`src/rtl/dmem_arbiter.sv`:
```
// Arbitrates the single-port data memory between the MEM stage (port 0) and the
// debug/loader port (port 1): fixed priority to port 0, bounded by a starvation counter.
module dmem_arbiter #(
  parameter int unsigned MAX_WAIT = 8
) (
  input  logic        clk,
  input  logic        rst,
  input  logic        p0_req,
  input  logic        p0_we,
  input  logic [31:0] p0_addr,
  input  logic [31:0] p0_wdata,
  output logic        p0_gnt,
  output logic        p0_rvalid,
  output logic [31:0] p0_rdata,
  output logic        p0_err,
  input  logic        p1_req,
  input  logic        p1_we,
  input  logic [31:0] p1_addr,
  input  logic [31:0] p1_wdata,
  output logic        p1_gnt,
  output logic        p1_rvalid,
  output logic [31:0] p1_rdata,
  output logic        p1_err,
  output logic        mem_we,
  output logic [31:0] mem_addr,
  output logic [31:0] mem_wdata,
  input  logic [31:0] mem_rdata
);

  localparam logic [7:0] MAX_WAIT_W = 8'(MAX_WAIT);

  logic [7:0]  wcnt;
  logic [1:0]  gnt, we, legal, rvalid, err;
  logic [31:0] rdata_q [2];

  assign we       = {p1_we, p0_we};
  assign legal[0] = (p0_addr[31:12] == 20'd0) && (p0_addr[1:0] == 2'd0);
  assign legal[1] = (p1_addr[31:12] == 20'd0) && (p1_addr[1:0] == 2'd0);

  // NOTE: every output of this block gets a default first so no latch is inferred.
  always_comb begin
    gnt       = 2'b00;
    mem_we    = 1'b0;
    mem_addr  = '0;
    mem_wdata = '0;
    if (rst) begin
      if (p1_req && (!p0_req || wcnt == MAX_WAIT_W)) gnt[1] = 1'b1;
      else if (p0_req)                                gnt[0] = 1'b1;
    end
    // Illegal addresses still appear on the bus but can never write.
    if (gnt[0]) begin
      mem_we    = p0_we & legal[0];
      mem_addr  = p0_addr;
      mem_wdata = p0_wdata;
    end else if (gnt[1]) begin
      mem_we    = p1_we & legal[1];
      mem_addr  = p1_addr;
      mem_wdata = p1_wdata;
    end
  end

  // NOTE: state registers use non-blocking assignments so all flops update together.
  always_ff @(posedge clk or negedge rst) begin
    if (!rst) begin
      wcnt       <= '0;
      rvalid     <= '0;
      err        <= '0;
      rdata_q[0] <= '0;
      rdata_q[1] <= '0;
    end else begin
      for (int i = 0; i < 2; i++) begin
        rvalid[i] <= gnt[i] & (~we[i] | ~legal[i]);
        err[i]    <= gnt[i] & ~legal[i];
        if (gnt[i] && !legal[i])  rdata_q[i] <= '0;
        else if (gnt[i] && !we[i]) rdata_q[i] <= mem_rdata;
      end
      if (p1_req && !gnt[1]) begin
        if (wcnt != MAX_WAIT_W) wcnt <= wcnt + 8'd1;
      end else begin
        wcnt <= '0;
      end
    end
  end

  assign p0_gnt    = gnt[0];
  assign p1_gnt    = gnt[1];
  assign p0_rvalid = rvalid[0];
  assign p1_rvalid = rvalid[1];
  assign p0_err    = err[0];
  assign p1_err    = err[1];
  assign p0_rdata  = rdata_q[0];
  assign p1_rdata  = rdata_q[1];

endmodule

```
`config.mk`:
```
export PLATFORM = sky130hd
export DESIGN_NAME = dmem_arbiter
export DESIGN_NICKNAME = d
export VERILOG_FILES = /design/src/rtl/dmem_arbiter.sv
export SDC_FILE = /design/constraint.sdc
export NUM_CORES = 1
export LEC_CHECK = 0
export BUFFER_PORTS_ARGS = -buffer_cell sky130_fd_sc_hd__buf_2
export CORE_MARGIN = 5
export CORE_UTILIZATION = 30
export CTS_CLUSTER_DIAMETER = 60
export CTS_CLUSTER_SIZE = 10
export DETAILED_ROUTE_END_ITERATION = 12
export GPL_ROUTABILITY_DRIVEN = 0
export MAX_ROUTING_LAYER = met4
export PLACE_DENSITY_LB_ADDON = 0.15
export SLEW_MARGIN = 40
export SYNTH_ARGS = -nofsm -noshare
export SYNTH_HDL_FRONTEND = slang
export SYNTH_SLANG_ARGS = --single-unit
```
`constraint.sdc`:
```
create_clock -name clk -period 2.4 [get_ports clk]
set_input_delay 0.48 -clock clk [delete_from_list [all_inputs] [get_ports clk]]
set_output_delay 0.48 -clock clk [all_outputs]
set_load 0.05 [all_outputs]
```
# Word-level counts from Yosys, hierarchy flattened
# Cells that the tools add are included.
word_totals:
  regBits: 76
  in_bits: 166
  out_inout_bits: 135
  wordCells: 58
classes:
  add_sub_neg: 1
  eq_ne: 3
  n_mux: 16
  bitwise_logic: 12
  n_reduce_logical: 21
ops:
  columns: ["operator", "count"]
  rows:
  - ["$mux 32", 8]
  - ["$logic_not 20->1", 2]
  - ["$mux 8", 2]
  - ["$add 8x1->8 const B", 1]
  - ["$eq 8x4->1 const B", 1]
  - ["$logic_and 1x1->1", 8]
  - ["$ne 8x4->1 const B", 1]
  - ["$and 1x1->1", 6]
  - ["$logic_not 1->1", 6]
  - ["$mux 1", 5]
  - ["$logic_not 2->1", 2]
  - ["$not 1->1", 4]
  - ["$reduce_bool 2->1", 2]
  - ["$mux 2", 1]
  - ["$ne 2x1->1 const B", 1]
  - ["$or 1x1->1", 2]
  - ["$logic_or 1x1->1", 1]

# Longest topological paths before layout
# Gate-level depths: netlist of run 1.
logic_depth:
  word_depth: 8
  ltp_mapped: 9
  ltp_nobuf: 8

# Worst setup path before layout of run 1
# OpenSTA, ideal clock, no wires.
synth_path:
  path_type: "register to output"
  from: "register wcnt[5]"
  to: "output mem_addr[10]"
  arrival_ps: 2298
  required_ps: 1920
  setup_slack_ps: -378
  stages_incl_launch_ff: 7
  path_buffers: 1
  cell_sequence: "dfrtp_1 > or4_4 > nor3_4 > o211ai_4 > inv_1 > buf_2 > a22o_1"
synth_between:
  elab_chain_cells: 7
  elab_cells_between_ends: 8
synth_lines:
  columns: ["element", "line", "source"]
  rows:
  - ["start: declaration", "32", "logic [7:0] wcnt;"]
  - ["start signal: assignment", "78", "if (wcnt != MAX_WAIT_W) wcnt <= wcnt + 8'd1;"]
  - ["$eq 8x4->1", "47", "if (p1_req && (!p0_req || wcnt == MAX_WAIT_W)) gnt[1] = 1'b1;"]
  - ["$logic_or 1x1->1", "47", null]
  - ["$logic_and 1x1->1", "47", null]
  - ["$mux 1", "47", null]
  - ["$mux 2", "46", "if (rst) begin"]
  - ["named net p1_gnt", "20", "output logic p1_gnt,"]
  - ["$mux 32", "55", "end else if (gnt[1]) begin"]
  - ["$mux 32", "51", "if (gnt[0]) begin"]
  - ["end: declaration", "25", "output logic [31:0] mem_addr,"]
# The timed path passes the listed nets, and every way through them passes these cells.

# Worst setup path after layout of run 1
layout_path:
  from: "register wcnt[7]"
  to: "output mem_wdata[20]"
layout_between:
  elab_chain_cells: 7
  elab_cells_between_ends: 8
layout_lines:
  columns: ["element", "line", "source"]
  rows:
  - ["$eq 8x4->1 (*)", "47", null]
  - ["$logic_or 1x1->1 (*)", "47", null]
  - ["$logic_and 1x1->1 (*)", "47", null]
  - ["$mux 1", "47", null]
  - ["$mux 2 (*)", "46", null]
  - ["$mux 32", "55", null]
  - ["$mux 32 (*)", "51", null]
  - ["end: declaration", "26", "output logic [31:0] mem_wdata,"]
# Every way passes the cells marked *; elsewhere a longest branch is shown, timed or not.

==> run summary, run 1 <==
• **post-route cell area** 0.00708 sq mm
• **gate count of the mapped netlist** 293
• **Slowest cell on crit path** or4_4
• **result of the run** complete, but fails checks
• **number of vias in the routed layout** 4,129
• **FF-to-FF End** p0_rdata[27]$_DFFE_PN0P_
• **Worst Tran Pin Value** 0.666 ns
• **nets** 794
• **max-cap check violation count** 0
• **aggregate negative setup slack** -27.96 ns
• **number of synthesis warnings** 0
• **min cycle time layout** 2.82 ns
• **Design Power** 3.65 mW
• **biggest area contributors in the synthesized netlist** dfrtp_1 (52%), a22o_1 (30%), buf_6 (3.7%)
• **combined area of the multi-input logic cells** 0.00207 sq mm
• **area growth from synthesis to final layout** 92.5%
• **pin count of the biggest net entering global routing** 76
• **flip-flop and latch count after synthesis** 76
• **share of Yosys cell area claimed by the top area cell type** 0.517
• **source of the critical timing path** wcnt[7]$_DFFE_PN0P_
• **via count of the first global-routing pass** 4,324
• **Avg Cell Area, Syn** 12.5 sq um
• **endpoint kind of the worst setup timing path** primary output
• **Clock Root Buffer** clkbuf_16
• **DRT iter0 DRCs** 199
• **Worst Hold Class** input pin to async pin
• **final worst path period share** 1.18
• **Synthesized Nets** 461
• **CTS sink count** 76
• **first-pass GRT wire length** 24.0 mm
• **Post-Layout Cell Count** 780
• **initial antenna violation count** 2
• **post-route clock skew** 0.00793 ns
• **final hold viol count** 0
• **normalized max-slew margin** 0.556
• **standard cell area after detailed placement** 0.00609 sq mm
• **number of buffers between clock root and the deepest sink** 2
• **number of max-slew violations in the final report** 0
• **data arrival time of the worst path** 2.34 ns
• **slack of the critical path** -0.425 ns
• **GR Util All Layers** 0.218
• **Worst Setup Slack post-DPL** -0.213 ns
• **ordered cell list for the critical path** or4_4 > nor3_4 > buf_4 > a21oi_4 > clkbuf_16 > a22o_4 > buf_4
• **number of placement rows** 40
• **final-layout fill cell count** 982
• **estimated wirelength of the detail-placed design** 12.3 mm
• **count of unresolved DRC violations after routing** 0
• **Worst Reg2Reg Path Length in Cells** 11
• **Buffers & Inverters on Critical Path** 3
• **Max Fanout on Critical Path** 15
• **clock insertion delay at the later pin of the skew report** 0.33 ns
• **number of optimization iterations in the first detailed-route pass** 4
• **failing checks** negative setup slack
• **Reg area** 0.00190 sq mm
• **Power Dens Cells** 516 mW/mm^2
• **number of buffers inserted during clock tree synthesis** 9
• **horizontal die dimension** 121 um
• **static leakage** 3.92 nW
• **category of the worst setup path launch point** flop
• **critical path type** flop to primary output
• **Remaining Overflow, GRT** 0
• **combined area of all synthesized cells** 0.00368 sq mm
• **share of post-route cells with drive strength above 1** 0.702
• **gate family responsible for the most delay along the worst path** simple AND/OR/NAND/NOR gates
• **setup slack, reg-to-reg** -0.11 ns
• **number of vias per cell** 5.29
• **count of buffers inserted at the top-level ports** 300
• **area of the core** 0.0120 sq mm
• **height of the die** 121 um
• **DIE AREA** 0.0146 sq mm
• **data required time of the worst path** 1.92 ns
• **clock-pin slew on the worst setup and hold paths** 0.06 ns
• **ports placed on the boundary** 301
• **total number of H-tree levels** 3
• **final setup violation count** 99
• **setup repair after global routing missed its margin** yes
• **maximum operating frequency** 0.354 GHz
• **initial standard-cell utilization of the core** 0.306
• **DR WL/cell** 21.8 um
• **share of the yosys chip area belonging to registers** 0.517
• **maximum resistive drop on vdd** 0.000339 V
• **launching point of the worst reg2reg path** wcnt[0]$_DFFE_PN0P_
• **DP Cell Count** 740
• **post-detailed-route count of antenna-violating nets** 0
• **total routed wirelength** 17.0 mm
• **CTS tree** yes
• **library cell with the largest summed area after synthesis** dfrtp_1
• **Crit path top cell by count** buf_4
• **delay of the slowest critical-path stage** 0.55 ns
• **most frequent cells in the layout** buf_2 (232), dfrtp_1 (76), a22o_1 (64)
• **Cell variety after synth** 32
• **most frequent standard cell in the layout excluding fill and tap cells** buf_2
## worst max-delay path by stage
stage                         end  slack, ns  depth (start not counted)
floorplan             mem_addr[0]      -0.03                          7
global placement           mem_we      -0.24                          8
detailed placement         mem_we      -0.21                          8
CTS                  mem_addr[22]      -0.49                          7
global route        mem_wdata[20]      -0.48                          7
finish              mem_wdata[20]      -0.42                          7
## through the flow
step / util / hold slack [ns]
2_1_floorplan: - / 0.184
3_3_place_gp: 0.507 / 0.293
3_5_place_dp: 0.507 / 0.297
4_1_cts: 0.554 / 0.365
5_1_grt: 0.589 / 0.381
6_report: 0.589 / 0.346
## cells by family after synthesis
kind of cell | synth area share
AND/OR/NAND/NOR | 0.0701
adder cells (fa/ha/maj) | 0.00681
XOR/XNOR | 0.0143
AO/OA/AOI/OAI | 0.324
buffers and inverters | 0.0650
multiplexers | 0.00272
flip-flops | 0.517
## Yosys cell counts, drive strengths merged
cell type  count
nand2b         1
a31o           1
a21bo          1
xnor2          1
nor3b          1
inv            6
a21oi          2
a22o         128
buf           25
or3b           1
nor3           1
nand4          2
nor4          10
nand2          3
nor2           8
mux2i          1
clkbuf         3
nor2b          1
or4            3
and3b          1
ha             2
and3           3
o211ai         1
a21o           1
xor2           5
dfrtp         76
nand3          5
## area by class of cell
cell class                 instances  area share
clock buffer                      10      0.0338
timing repair buffer             350       0.365
multi-input combinational        183       0.293
sequential                        76       0.269
tap                              147      0.0260
clock inverter                     6     0.00990
inverter                           6     0.00389
antenna                            2    0.000707
## metal layers
metal / vias up / track usage / part of all wire / routed length, um
li1: 1842 / - / - / -
met1: 2020 / 0.255 / 0.38 / 6500
met2: 233 / 0.368 / 0.52 / 8800
met3: 34 / 0.0472 / 0.073 / 1250
met4: 0 / 0.0814 / 0.026 / 446
met5: - / - / 0 / 0
## flip-flops by register name, summed over array words and instances (netlist names)
| name | flops |
|---|---|
| wcnt | 8 |
| err | 2 |
| rvalid | 2 |
| p1_rdata | 32 |
| p0_rdata | 32 |
## what timing repair did
action / in CTS / in global routing
cloned: 2 / 5
hold endpoints to repair: 1 / 0
pin swaps: 1 / 15
gates resized for setup: 65 / 57
hold buffers: 1 / 0
buffers inserted: 2 / 12
endpoints found under the setup margin: 67 / 69
## where the power goes
part / switching, mW / internal [mW]
logic: 0.539 / 0.423
registers: 0.00426 / 1.29
clock network: 0.554 / 0.843
total: 1.10 / 2.55
Note: power is estimated with default switching activity, not from simulation.
==> run 2: changes to the inputs <==
==> constraint.sdc (replaced) <==
create_clock -name clk -period 2.5 [get_ports clk]
set_input_delay 0.5 -clock clk [delete_from_list [all_inputs] [get_ports clk]]
set_output_delay 0.5 -clock clk [all_outputs]
set_load 0.05 [all_outputs]
==> run 2 against run 1 <==
  * The flow still finishes with violations (negative setup slack)
  * Cell area down 7.5%
  * Global-route usage down 0.79 points
  * Cell count fell by 2.1%
  * Hold slack better by 0.015 ns
  * Critical endpoint is now mem_addr[21]
  * Largest power group is now sequential cells
  * Highest routed layer unchanged
==> run summary, run 2 (synthesis results as in run 1) <==
• **met3 Use GR** 0.0468, was 0.0472
• **maximum operating frequency** 0.357 GHz
• **Worst Setup Slack post-DPL** -0.284 ns, was -0.213 ns
• **Power Dens Cells** 506 mW/mm^2, was 516 mW/mm^2
• **Worst Hold Class** input pin to async pin, unchanged
• **ports placed on the boundary** 301, unchanged
• **Design Power** 3.31 mW, was 3.65 mW
• **failing checks** negative setup slack, unchanged
• **initial antenna violation count** 1, was 2
• **horizontal die dimension** 121 um, unchanged
• **estimated wirelength of the detail-placed design** 11.6 mm, was 12.3 mm
• **post-detailed-route count of antenna-violating nets** 0, unchanged
• **FF-to-FF End** p0_rdata[20]$_DFFE_PN0P_, was p0_rdata[27]$_DFFE_PN0P_
• **CTS sink count** 76, unchanged
• **post-route clock skew** 0.00376 ns, was 0.00793 ns
• **number of buffers inserted during clock tree synthesis** 9, unchanged
• **normalized max-slew margin** 0.567, was 0.556
• **static leakage** 3.60 nW, was 3.92 nW
• **source of the critical timing path** wcnt[5]$_DFFE_PN0P_, was wcnt[7]$_DFFE_PN0P_
• **min cycle time layout** 2.80 ns
• **endpoint kind of the worst setup timing path** primary output, unchanged
• **Reg area** 0.00190 sq mm, unchanged
• **category of the worst setup path launch point** flop, unchanged
• **count of unresolved DRC violations after routing** 0, unchanged
• **critical path type** flop to primary output, unchanged
• **number of vias per cell** 5.25, was 5.29
• **number of buffers between clock root and the deepest sink** 2, unchanged
• **max-cap check violation count** 0, unchanged
• **total number of H-tree levels** 3, unchanged
• **final hold viol count** 0, unchanged
• **clock-pin slew on the worst setup and hold paths** 0.06 ns, about the same
• **most frequent cells in the layout** buf_2 (232), dfrtp_1 (76), a22o_1 (68), was buf_2 (232), dfrtp_1 (76), a22o_1 (64)
• **Worst Tran Pin Value** 0.649 ns, was 0.666 ns
• **Remaining Overflow, GRT** 0, unchanged
• **combined area of the multi-input logic cells** 0.00177 sq mm, was 0.00207 sq mm
• **final-layout fill cell count** 1,036, was 982
• **number of optimization iterations in the first detailed-route pass** 4, unchanged
• **pin count of the biggest net entering global routing** 74, was 76
• **Post-Layout Cell Count** 764, was 780
• **data arrival time of the worst path** 2.30 ns, was 2.34 ns
• **final worst hold slack** 0.361 ns, was 0.346 ns
• **GR Util All Layers** 0.210, was 0.218
• **area of the core** 0.0120 sq mm, unchanged
• **DR WL/cell** 20.8 um, was 21.8 um
• **via count of the first global-routing pass** 4,235, was 4,324
• **DP Cell Count** 738, was 740
• **CTS tree** yes, unchanged
• **Worst Reg2Reg Path Length in Cells** 10, was 11
• **slack of the critical path** -0.304 ns, was -0.425 ns
• **Clock Root Buffer** clkbuf_16, unchanged
• **most frequent standard cell in the layout excluding fill and tap cells** buf_2, unchanged
• **Max Fanout on Critical Path** 14, was 15
• **M2 GR Usage** 0.329, was 0.368
• **initial standard-cell utilization of the core** 0.306, unchanged
• **number of placement rows** 40, unchanged
• **count of buffers inserted at the top-level ports** 300, unchanged
• **DIE AREA** 0.0146 sq mm, unchanged
• **clock insertion delay at the later pin of the skew report** 0.33 ns, about the same
• **height of the die** 121 um, unchanged
• **maximum resistive drop on vdd** 0.000280 V, was 0.000339 V
• **met1 track utilization from global routing** 0.269, was 0.255
• **number of vias in the routed layout** 4,011, was 4,129
• **setup slack, reg-to-reg** 0.25 ns, was -0.11 ns
• **global route hottest layer** met2, unchanged
• **setup repair after global routing missed its margin** yes, unchanged
• **area growth from synthesis to final layout** 78.1%, was 92.5%
• **DRT iter0 DRCs** 233, was 199
• **aggregate negative setup slack** -17.73 ns, was -27.96 ns
• **share of post-route cells with drive strength above 1** 0.683, was 0.702
• **first-pass GRT wire length** 23.4 mm, was 24.0 mm
• **launching point of the worst reg2reg path** wcnt[0]$_DFFE_PN0P_, unchanged
• **total routed wirelength** 15.9 mm, was 17.0 mm
• **data required time of the worst path** 2.00 ns, was 1.92 ns
• **result of the run** complete, but fails checks, unchanged
• **capturing element of the worst setup path** mem_addr[21], was mem_wdata[20]
• **final setup violation count** 67, was 99
• **final worst path period share** 1.12
• **number of max-slew violations in the final report** 0, unchanged
• **nets** 778, was 794
[run 2: worst min-delay path by stage]
stage | start | endpoint | slack (ns)
3_3_place_gp | rst | wcnt[7]$_DFFE_PN0P_ | 0.33
5_1_grt | mem_rdata[20] | p1_rdata[20]$_DFFE_PN0P_ | 0.39
4_1_cts | rst | p1_rdata[11]$_DFFE_PN0P_ | 0.38
3_5_place_dp | rst | wcnt[7]$_DFFE_PN0P_ | 0.33
6_report | rst | p0_rdata[20]$_DFFE_PN0P_ | 0.36
2_1_floorplan | rst | err[0]$_DFF_PN0_ | 0.20
[run 2: layer usage]
| layer | vias to the layer above | wire length [um] |
|---|---|---|
| met5 | - | 0 |
| met4 | 0 | 436 |
| met3 | 29 | 1190 |
| met2 | 211 | 7650 |
| met1 | 1957 | 6580 |
| li1 | 1814 | - |
[run 2: area by class of cell]
| class | count | area share |
|---|---|---|
| diodes | 2 | 0.000764 |
| multi-input cells | 183 | 0.270 |
| repair buffers | 334 | 0.362 |
| inverters | 6 | 0.00420 |
| flip-flops and latches | 76 | 0.290 |
| well taps | 147 | 0.0281 |
| clock buffers | 9 | 0.0344 |
| clock inverters | 7 | 0.00975 |
[run 2: stage by stage]
stage	utilization	cell area, sq um
detailed placement	0.474	5690
floorplan	-	3900
finish	0.545	6550
global route	0.545	6550
global placement	0.473	5680
CTS	0.537	6450
[run 2: where the power goes]
part	internal [mW]	switching [mW]	total, mW
combinational	0.348	0.486	0.835
sequential	1.24	0.00389	1.24
clock	0.696	0.543	1.24
[run 2: what timing repair did]
item / in CTS / in global routing
gates cloned: 2 / 2
resized for setup: 128 / 14
endpoints found under the setup margin: 67 / 67
hold buffers: 1 / 0
setup buffers: 2 / 1
pin swaps: 1 / 1
hold endpoints to repair: 3 / 0
[run 2: worst max-delay path, stage by stage (launching register included)]
cell and delay, ns:
dfrtp_1 0.39, or4_4 0.55, nor3_4 0.17, buf_6 0.13, a21oi_4 0.10, clkbuf_16 0.20
a22o_2 0.28, buf_6 0.15
==> run 3: changes to the inputs <==
--- a/config.mk
+++ b/config.mk
@@ -5,8 +5,9 @@
 export SDC_FILE = /design/constraint.sdc
 export NUM_CORES = 1
 export LEC_CHECK = 0
+export ABC_AREA = 1
 export BUFFER_PORTS_ARGS = -buffer_cell sky130_fd_sc_hd__buf_2
-export CORE_MARGIN = 5
+export CORE_MARGIN = 3
 export CORE_UTILIZATION = 30
 export CTS_CLUSTER_DIAMETER = 60
 export CTS_CLUSTER_SIZE = 10
==> run 3 against run 2 <==
  * The flow still finishes with violations (negative setup slack)
  * Combinational power grew 2%
  * Sequential share of layout area fell by 3.2 points
  * Synthesized area increased by 22%
  * Power rose by 5.1%
  * Cell count rose by 55%
  * Via count grew 38%
  * Highest routed layer unchanged
==> run summary, run 3 <==
• **result of the run** complete, but fails checks, unchanged
• **failing checks** negative setup slack, unchanged
• **initial standard-cell utilization of the core** 0.315, was 0.306
• **static leakage** 4.53 nW, was 3.60 nW
• **Worst Hold Class** input pin to async pin, unchanged
• **share of Yosys cell area claimed by the top area cell type** 0.426, was 0.517
• **number of vias per cell** 4.66, was 5.25
• **DR WL/cell** 16.4 um, was 20.8 um
• **maximum operating frequency** 0.392 GHz, was 0.357 GHz
• **most frequent standard cell in the layout excluding fill and tap cells** nand2_1, was buf_2
• **number of max-slew violations in the final report** 0, unchanged
• **pin count of the biggest net entering global routing** 72, was 74
• **number of placement rows** 43, was 40
• **first-pass GRT wire length** 28.5 mm, was 23.4 mm
• **category of the worst setup path launch point** flop, unchanged
• **final hold viol count** 0, unchanged
• **Post-Layout Cell Count** 1,188, was 764
• **combined area of all synthesized cells** 0.00447 sq mm, was 0.00368 sq mm
• **nets** 1,170, was 778
• **post-route cell area** 0.00737 sq mm, was 0.00655 sq mm
• **share of post-route cells with drive strength above 1** 0.395, was 0.683
• **gate family responsible for the most delay along the worst path** buffers and inverters, was simple AND/OR/NAND/NOR gates
• **ports placed on the boundary** 301, unchanged
• **share of the core filled with cells in the final layout** 0.519, was 0.545
• **post-route clock skew** 0.00982 ns, was 0.00376 ns
• **data required time of the worst path** 2.00 ns, about the same
• **Clock Root Buffer** clkbuf_16, unchanged
• **Post-synth EDFFs** 0, unchanged
• **Worst Setup Slack post-DPL** 0.0905 ns, was -0.284 ns
• **maximum resistive drop on vdd** 0.000289 V, was 0.000280 V
• **count of unresolved DRC violations after routing** 0, unchanged
• **share of synthesized registers carrying an async set or reset** 1.00, unchanged
• **final worst hold slack** 0.307 ns, was 0.361 ns
• **via count of the first global-routing pass** 5,071, was 4,235
• **most used flip-flop cell after synthesis** dfrtp_1, unchanged
• **GR Util All Layers** 0.231, was 0.210
• **normalized max-slew margin** 0.552, was 0.567
• **initial antenna violation count** 1, unchanged
• **area of the core** 0.0142 sq mm, was 0.0120 sq mm
• **Buffers & Inverters on Critical Path** 5, was 3
• **Max Fanout on Critical Path** 6, was 14
• **count of buffers inserted at the top-level ports** 300, unchanged
• **ordered cell list for the critical path** inv_2 > ha_4 > nand3_4 > o21ai_4 > nand3_4 > clkinv_8 > buf_12 > clkbuf_16 > nand2_2 > nand2_2 > buf_8, was or4_4 > nor3_4 > buf_6 > a21oi_4 > clkbuf_16 > a22o_2 > buf_6
• **number of synthesis warnings** 0, unchanged
• **estimated wirelength of the detail-placed design** 14.0 mm, was 11.6 mm
• **min cycle time layout** 2.55 ns, was 2.80 ns
• **CTS sink count** 76, unchanged
• **clock insertion delay at the later pin of the skew report** 0.33 ns, about the same
• **Avg Cell Area, Syn** 6.40 sq um, was 12.5 sq um
• **number of optimization iterations in the first detailed-route pass** 5, was 4
• **cell types with the highest counts after synthesis** nand2_1 (336), nor2_1 (97), dfrtp_1 (76), nand3_1 (74), inv_1 (50), was a22o_1 (128), dfrtp_1 (76), buf_6 (12), buf_2 (11), nor4_1 (9)
• **critical path type** flop to primary output, unchanged
• **aggregate negative setup slack** -0.339 ns, was -17.73 ns
• **Cell variety after synth** 22, was 32
• **gate count of the mapped netlist** 698, was 293
• **number of buffers inserted during clock tree synthesis** 9, unchanged
• **number of buffers between clock root and the deepest sink** 2, unchanged
• **DIE AREA** 0.0164 sq mm, was 0.0146 sq mm
• **delay of the slowest critical-path stage** 0.39 ns, was 0.55 ns
• **biggest area contributors in the synthesized netlist** dfrtp_1 (43%), nand2_1 (28%), nand3_1 (8.3%), was dfrtp_1 (52%), a22o_1 (30%), buf_6 (3.7%)
• **standard cell area after detailed placement** 0.00620 sq mm, was 0.00569 sq mm
• **total routed wirelength** 19.5 mm, was 15.9 mm
• **final worst path period share** 1.02, was 1.12
• **DRT iter0 DRCs** 347, was 233
• **setup repair after global routing missed its margin** yes, unchanged
• **data arrival time of the worst path** 2.05 ns, was 2.30 ns
• **clock-pin slew on the worst setup and hold paths** 0.06 ns, about the same
• **max-cap check violation count** 0, unchanged
• **Slowest cell on crit path** dfrtp_1, was or4_4
• **Remaining Overflow, GRT** 0, unchanged
• **CTS tree** yes, unchanged
• **share of the yosys chip area belonging to registers** 0.426, was 0.517
• **final-layout fill cell count** 1,449, was 1,036
• **endpoint kind of the worst setup timing path** primary output, unchanged
• **height of the die** 128 um, was 121 um
• **slack of the critical path** -0.0524 ns, was -0.304 ns
• **number of vias in the routed layout** 5,534, was 4,011
• **most frequent cells in the layout** nand2_1 (299), buf_2 (234), nor2_1 (97), was buf_2 (232), dfrtp_1 (76), a22o_1 (68)
• **Design Power** 3.48 mW, was 3.31 mW
• **total number of H-tree levels** 3, unchanged
• **horizontal die dimension** 128 um, was 121 um
• **library cell with the largest summed area after synthesis** dfrtp_1, unchanged
• **post-detailed-route count of antenna-violating nets** 0, unchanged
• **Power Dens Cells** 473 mW/mm^2, was 506 mW/mm^2
• **flip-flop and latch count after synthesis** 76, unchanged
• **Synthesized Nets** 866, was 461
• **Worst Tran Pin Value** 0.672 ns, was 0.649 ns
• **area growth from synthesis to final layout** 65.0%, was 78.1%
• **most instantiated library cell after synthesis** nand2_1, was a22o_1
• **final setup violation count** 15, was 67
• **DP Cell Count** 1,157, was 738
[run 3: per-layer routing]
| metal | wire (um) | share of wire | track usage |
|---|---|---|---|
| met3 | 1260 | 0.065 | 0.0504 |
| met4 | 163 | 0.0084 | 0.0393 |
| met5 | 0 | 0 | - |
| met1 | 8410 | 0.43 | 0.298 |
| met2 | 9680 | 0.50 | 0.379 |
[run 3: what timing repair did]
| action | CTS | global route |
|---|---|---|
| endpoints found under the setup margin | 66 | 85 |
| hold buffers | 1 | 0 |
| setup buffers | 8 | 3 |
| pin swaps | 4 | 24 |
| cloned | 3 | 2 |
| hold endpoints to repair | 5 | 0 |
| gates resized for setup | 115 | 93 |
[run 3: final cells by class]
type / instances / area [sq um] / share of cell area
timing repair buffer: 331 / 2370 / 0.321
tap: 180 / 225 / 0.0305
multi-input combinational: 533 / 2350 / 0.319
sequential: 76 / 1900 / 0.258
clock buffer: 9 / 225 / 0.0305
inverter: 51 / 204 / 0.0277
clock inverter: 7 / 91.3 / 0.0124
antenna: 1 / 2.50 / 0.000339
[run 3: cell families (layout without fill, tap and decap cells)]
group                    count (synthesis)  count (layout)  share of synthesized area
AO/OA/AOI/OAI                           15              15                     0.0188
XOR/XNOR                                 1               1                    0.00196
adder cells (fa/ha/maj)                  2               2                    0.00560
buffers and inverters                   89             398                     0.0902
flip-flops                              76              76                      0.426
other                                    0               1                          0
AND/OR/NAND/NOR                        515             515                      0.458
[run 3: final timing paths]
path	start	depth (start not counted)	slack, ns	to
setup reg to reg	wcnt[1]$_DFFE_PN0P_	12	0.24	p1_rdata[30]$_DFFE_PN0P_
setup / recovery	wcnt[1]$_DFFE_PN0P_	11	-0.05	mem_addr[2]
min in group clk	p0_rdata[12]$_DFFE_PN0P_	2	0.47	p0_rdata[12]$_DFFE_PN0P_
hold / removal	rst	2	0.31	wcnt[2]$_DFFE_PN0P_
hold reg to reg	p0_rdata[12]$_DFFE_PN0P_	2	0.47	p0_rdata[12]$_DFFE_PN0P_
max in group asynchronous	rst	2	1.68	p0_rdata[1]$_DFFE_PN0P_
[run 3: power by group]
part           switching [mW]  total (mW)  internal (mW)
logic                   0.528       0.852          0.324
clock network           0.522        1.39          0.870
registers             0.00325        1.24           1.24
total                    1.05        3.48           2.43
